`src/rtl/fifo_pkt_writer.sv`:
```
// rtl/fifo_pkt_writer.sv - write-side packet framer for the async FIFO (clk_w domain)
// Frames each upstream packet as header, data words, length word, checksum word.
module fifo_pkt_writer #(
  parameter int DATA_WIDTH = 32,
  parameter int DEPTH      = 128,
  parameter int CNT_W      = 8,
  parameter int MARGIN     = 2
) (
  input  logic                  clk_w,
  input  logic                  rst,
  input  logic                  en,
  input  logic                  s_valid,
  input  logic [DATA_WIDTH-1:0] s_data,
  input  logic                  s_last,
  output logic                  s_ready,
  input  logic [CNT_W-1:0]      fifo_level,
  output logic                  wr_en,
  output logic [DATA_WIDTH-1:0] wr_data,
  output logic                  pkt_done,
  output logic [15:0]           pkt_count,
  output logic                  busy
);

  localparam logic [1:0] IDLE    = 2'd0;
  localparam logic [1:0] DATA    = 2'd1;
  localparam logic [1:0] TRL_LEN = 2'd2;
  localparam logic [1:0] TRL_SUM = 2'd3;

  localparam int THRESH = DEPTH - 1 - MARGIN;

  logic [1:0]            state;
  logic [7:0]            seq;
  logic [15:0]           len;
  logic [DATA_WIDTH-1:0] csum;
  logic                  wr_ok;
  logic                  accept;

  // MARGIN words of headroom cover the latency of the occupancy count.
  assign wr_ok   = ({{(32-CNT_W){1'b0}}, fifo_level} < 32'(THRESH));
  assign s_ready = (state == DATA) && wr_ok;
  assign accept  = s_valid && s_ready;
  assign busy    = (state != IDLE);

  function automatic logic [DATA_WIDTH-1:0] word32(input logic [31:0] w);
    logic [DATA_WIDTH-1:0] r;
    r = '0;
    r[31:0] = w;
    return r;
  endfunction

  always_ff @(posedge clk_w or posedge rst) begin
    if (rst) begin
      state     <= IDLE;
      wr_en     <= 1'b0;
      wr_data   <= '0;
      pkt_done  <= 1'b0;
      pkt_count <= 16'h0000;
      seq       <= 8'h00;
      len       <= 16'h0000;
      csum      <= '0;
    end else begin
      wr_en    <= 1'b0;
      pkt_done <= 1'b0;
      case (state)
        IDLE: begin
          if (en && s_valid && wr_ok) begin
            wr_en   <= 1'b1;
            wr_data <= word32({8'hA5, seq, 16'h0000});
            len     <= 16'h0000;
            csum    <= '0;
            state   <= DATA;
          end
        end
        DATA: begin
          if (accept) begin
            wr_en   <= 1'b1;
            wr_data <= s_data;
            len     <= (len == 16'hFFFF) ? len : len + 16'd1;
            csum    <= csum ^ s_data;
            if (s_last) state <= TRL_LEN;
          end
        end
        TRL_LEN: begin
          if (wr_ok) begin
            wr_en   <= 1'b1;
            wr_data <= word32({8'h5A, 8'h00, len});
            state   <= TRL_SUM;
          end
        end
        TRL_SUM: begin
          if (wr_ok) begin
            wr_en     <= 1'b1;
            wr_data   <= csum;
            pkt_done  <= 1'b1;
            pkt_count <= pkt_count + 16'd1;
            seq       <= seq + 8'd1;
            state     <= IDLE;
          end
        end
        default: state <= IDLE;
      endcase
    end
  end

endmodule

```
`config.mk`:
```
export PLATFORM = sky130hd
export DESIGN_NAME = fifo_pkt_writer
export DESIGN_NICKNAME = d
export VERILOG_FILES = /design/src/rtl/fifo_pkt_writer.sv
export SDC_FILE = /design/constraint.sdc
export NUM_CORES = 1
export LEC_CHECK = 0
export CELL_PAD_IN_SITES_DETAIL_PLACEMENT = 0
export CELL_PAD_IN_SITES_GLOBAL_PLACEMENT = 1
export CORE_UTILIZATION = 37
export DETAILED_ROUTE_END_ITERATION = 12
export GPL_TIMING_DRIVEN = 1
export PLACE_DENSITY = 0.73
export RECOVER_POWER = 50
export SLEW_MARGIN = 20
export SYNTH_ARGS = -nofsm -noshare
export SYNTH_HDL_FRONTEND = slang
export SYNTH_SLANG_ARGS = --single-unit
export TNS_END_PERCENT = 5
```
`constraint.sdc`:
```
create_clock -name clk_w -period 3.7 [get_ports clk_w]
set_clock_uncertainty 0.05 [all_clocks]
set_input_delay 0.74 -clock clk_w [delete_from_list [all_inputs] [get_ports clk_w]]
set_output_delay 0.74 -clock clk_w [all_outputs]
set_load 0.05 [all_outputs]
```
==> impl_summary.log <==
INFO  metric number_of_antenna_violations_at_the_first_check_in_global_routing = 0
INFO  metric synth_sequential_area_ratio = 49.7%
INFO  metric worst_ir_drop_vdd = 416 µV
INFO  metric h-tree-depth = 3
INFO  metric max_freq = 318 MHz
INFO  metric starting_utilization_of_the_core_area = 38.5%
INFO  metric hold_path.startpoint = pkt_count[15]
INFO  metric postSynthRegisterBits = 108
INFO  metric cellInternalPower = 3.29 mW
INFO  metric relative_slew_slack = 8.02%
INFO  metric sequentialPowerShare = 34.1%
INFO  metric wire_length_of_the_first_global_routing_pass = 23.0 mm
INFO  metric rsz0062_at_grt = false
INFO  metric regToRegStartpoint = state[1]
INFO  metric dieArea = 15200 µm²
INFO  metric routed-via-count = 4553
INFO  metric cts_hold_repair.buffers = 0
INFO  metric fillCellCount = 1321
INFO  metric synth.lib_cells_used.distinct = 53
INFO  metric status = finished, final reports clean
INFO  metric syn_inst = 535
INFO  metric timing.critical_path.from_type = input pin
INFO  metric io-pin-count = 97
INFO  metric ff2ff_setup_slack = 0.93 ns
INFO  metric drt_first_pass_iters = 5
INFO  metric cp.arrival = 3.34 ns
INFO  metric tritoncts_num_sinks = 108
INFO  metric synth_top_cell_area_share = 49.7%
INFO  metric multiInputGateArea = 2450 µm²
INFO  metric drt_first_iter_violations = 457
INFO  metric synthesis.area_per_instance = 10.2 µm²
INFO  metric timing.final.setup_violations = 0
INFO  metric post_dp_cell_area = 6520 µm²
INFO  metric clkPwrFrac = 15.5%
INFO  metric tritoncts_clock_tree = done
INFO  metric power.leakage = 2.68 nW
INFO  metric hold_class = flop to flop
INFO  metric max_cap_viol_count = 0
INFO  metric post-route-drc-count = 0
INFO  metric power.combinational.fraction = 50.4%
INFO  metric synth_ff_type = sky130_fd_sc_hd__dfrtp_1
INFO  metric worst_setup_path_end_kind = flop
INFO  metric hpwlAfterDp = 9.53 mm
INFO  metric fin_setup_tns = 0 ns
INFO  metric worst_pin_slew = 1.38 ns
INFO  metric clock_latency = 0.35 ns
INFO  metric first_global_vias = 4443
INFO  metric route.detailed.wl_per_inst = 17.8 µm
INFO  metric hold_violations = 0
INFO  metric insertedDiodeCount = 0
INFO  metric globalRoute.totalOverflow = 0
INFO  metric core_region_area = 14100 µm²
INFO  metric cts.repair_timing.setup_buffer_count = 0
INFO  metric timing.critical_path.required = 3.89 ns
INFO  metric p_switching = 2.66 mW
INFO  metric hold_depth = 1
INFO  metric place.port_buffers = 96
INFO  metric maxSlewViolCount = 0
INFO  metric clock_tree.buffer_depth = 2
INFO  metric cts-buffers-inserted = 9
INFO  metric top_cells_by_area_synth = sky130_fd_sc_hd__dfrtp_1, sky130_fd_sc_hd__a31oi_1, sky130_fd_sc_hd__or3_1
INFO  metric layout.nets = 668
INFO  metric fin_total_pwr = 5.95 mW
INFO  metric grt_max_degree = 65
INFO  metric synth_to_final_area_change = 24.6%
INFO  metric synth_fp_nets = 588
INFO  metric r2r.worst_path.cells = 7
INFO  metric std_cell_rows = 43
INFO  metric cellPowerDensity = 879 nW/µm²
INFO  metric post-route-cell-area = 6770 µm²
INFO  metric yosys_warnings = 0
INFO  metric layout-drive-gt1-share = 8.23%
INFO  metric routed_wl = 14.3 mm
INFO  metric clock-root-buffer = sky130_fd_sc_hd__clkbuf_16
INFO  metric vias_per_cell = 5.69
INFO  metric synth-async-reset-ratio = 100%
INFO  metric synth_enable_flop_cells = 0
INFO  metric ff_latch_area = 2700 µm²
INFO  metric hold_ws = 0.425 ns
INFO  metric routabilityCongestion = 0.784
INFO  metric cts_resized = 0
INFO  metric die_width = 123 µm
INFO  metric worst_r2r_endpoint = len[13]
INFO  metric sw_frac_of_total = 44.7%
INFO  metric timing.hold.worst_endpoint = pkt_count[15]
INFO  metric synth.largest_area_cell = sky130_fd_sc_hd__dfrtp_1
INFO  metric die_height = 123 µm
INFO  metric syn_area = 5430 µm²
INFO  metric timing.final.crit_share = 85.1%
INFO  metric final.min_clock_period = 3.15 ns
INFO  metric path_max_fanout = 18
INFO  metric drtAntennaViolNets = 0
INFO  metric cts.reportedPaths.clkPinSlew = 0.07 ns
INFO  metric grtUsageTotal = 19.7%
INFO  metric crit_path_kind = input pin to flop
-- worst max path at each step --
| stage | start | end | slack (ns) | cells past startpoint |
|---|---|---|---|---|
| 2_1_floorplan | rst | csum[0] | 0.06 | 1 |
| 6_report | fifo_level[0] | wr_data[12] | 0.55 | 7 |
| 3_5_place_dp | en | csum[10] | 0.70 | 6 |
| 4_1_cts | state[1] | s_ready | 0.77 | 5 |
| 3_3_place_gp | en | csum[10] | 0.78 | 6 |
| 5_1_grt | fifo_level[0] | wr_data[13] | 0.40 | 7 |
-- Yosys cell counts (all sizes together), types with 2 or more instances --
master	count
dfrtp	108
a21oi	40
o21ai	37
a31oi	34
nand2	34
or3	34
nor2	25
buf	23
clkbuf	18
a222oi	16
mux2	16
o21a	16
xnor2	16
nand3	15
inv	11
nand4	10
and3	9
a221oi	8
a22oi	8
ha	8
nor3	8
xor2	6
nand2b	5
a22o	4
nor4	3
o211ai	3
a211o	2
a211oi	2
nand4b	2
o311ai	2
-- registers in the layout, summed over array words and instances (netlist names) --
register / count
wr_data: 32
len: 16
pkt_done: 1
wr_en: 1
csum: 32
pkt_count: 16
seq: 8
state: 2
-- cell families after synthesis --
| kind of cell | count (synthesis) | synth area share (%) |
|---|---|---|
| multiplexers | 17 | 3.50 |
| AO/OA/AOI/OAI | 181 | 22.7 |
| flip-flops | 108 | 49.7 |
| adder cells (fa/ha/maj) | 8 | 1.84 |
| XOR/XNOR | 22 | 3.55 |
| AND/OR/NAND/NOR | 147 | 14.0 |
| buffers and inverters | 52 | 4.72 |
-- final cells by class --
type,instances,share of cell area (%)
Sequential cell,108,39.9
Multi-Input combinational cell,375,36.2
Timing Repair Buffer,110,15.8
Clock buffer,13,3.85
Tap cell,180,3.33
Inverter,11,0.610
Clock inverter,3,0.314
-- layout by cell type, fill, tap and decap left out, drive strengths merged, types with 5 or more instances in the layout --
cell type and n:
xnor2 16, clkdlybuf4s50 89, or3 34, nand2 34, nand3 15, nor2 25, nand4 10, inv 11
nand2b 5, and3 9, xor2 6, a22oi 8, dlygate4sd3 6, a31oi 34, nor3 8, ha 8
a221oi 8, o21a 16, a21oi 40, o21ai 37, dfrtp 108, clkbuf 15, mux2 16, buf 13
a222oi 16
-- power groups by stage --
stage | clock network (mW) | registers [mW] | logic [mW]
finish | 0.924 | 2.03 | 3.00
global route | 1.02 | 2.10 | 3.26
CTS | 0.955 | 2.02 | 3.06
detailed placement | 0 | 2.05 | 3.05
global placement | 0 | 2.02 | 3.00
floorplan | 0 | 2.62 | 1.55
-- per-stage QoR --
stage               util [%]  std cells  worst slack [ns]
floorplan                  -        535            0.0644
detailed placement      46.3        784             0.698
global placement        46.3        784             0.780
finish                  48.0        800             0.550
global route            48.0        800             0.396
CTS                     48.3        800             0.768
-- critical path: stages --
cell and delay (ns):
sky130_fd_sc_hd__dlygate4sd3_1 0.54, sky130_fd_sc_hd__o211a_2 0.30, sky130_fd_sc_hd__a21o_1 0.25, sky130_fd_sc_hd__o21ai_0 0.29, sky130_fd_sc_hd__clkbuf_1 0.78, sky130_fd_sc_hd__o21ai_0 0.25, sky130_fd_sc_hd__o21a_1 0.17
-- per-layer routing --
metal | up-vias | GRT usage (%) | wire length [µm]
met4 | 0 | 4.52 | 125
met3 | 12 | 4.24 | 749
met5 | - | 0 | 0
li1 | 2174 | - | -
met2 | 147 | 32.6 | 6920
met1 | 2220 | 26.3 | 6490
Power figures use the tool's default switching activity.
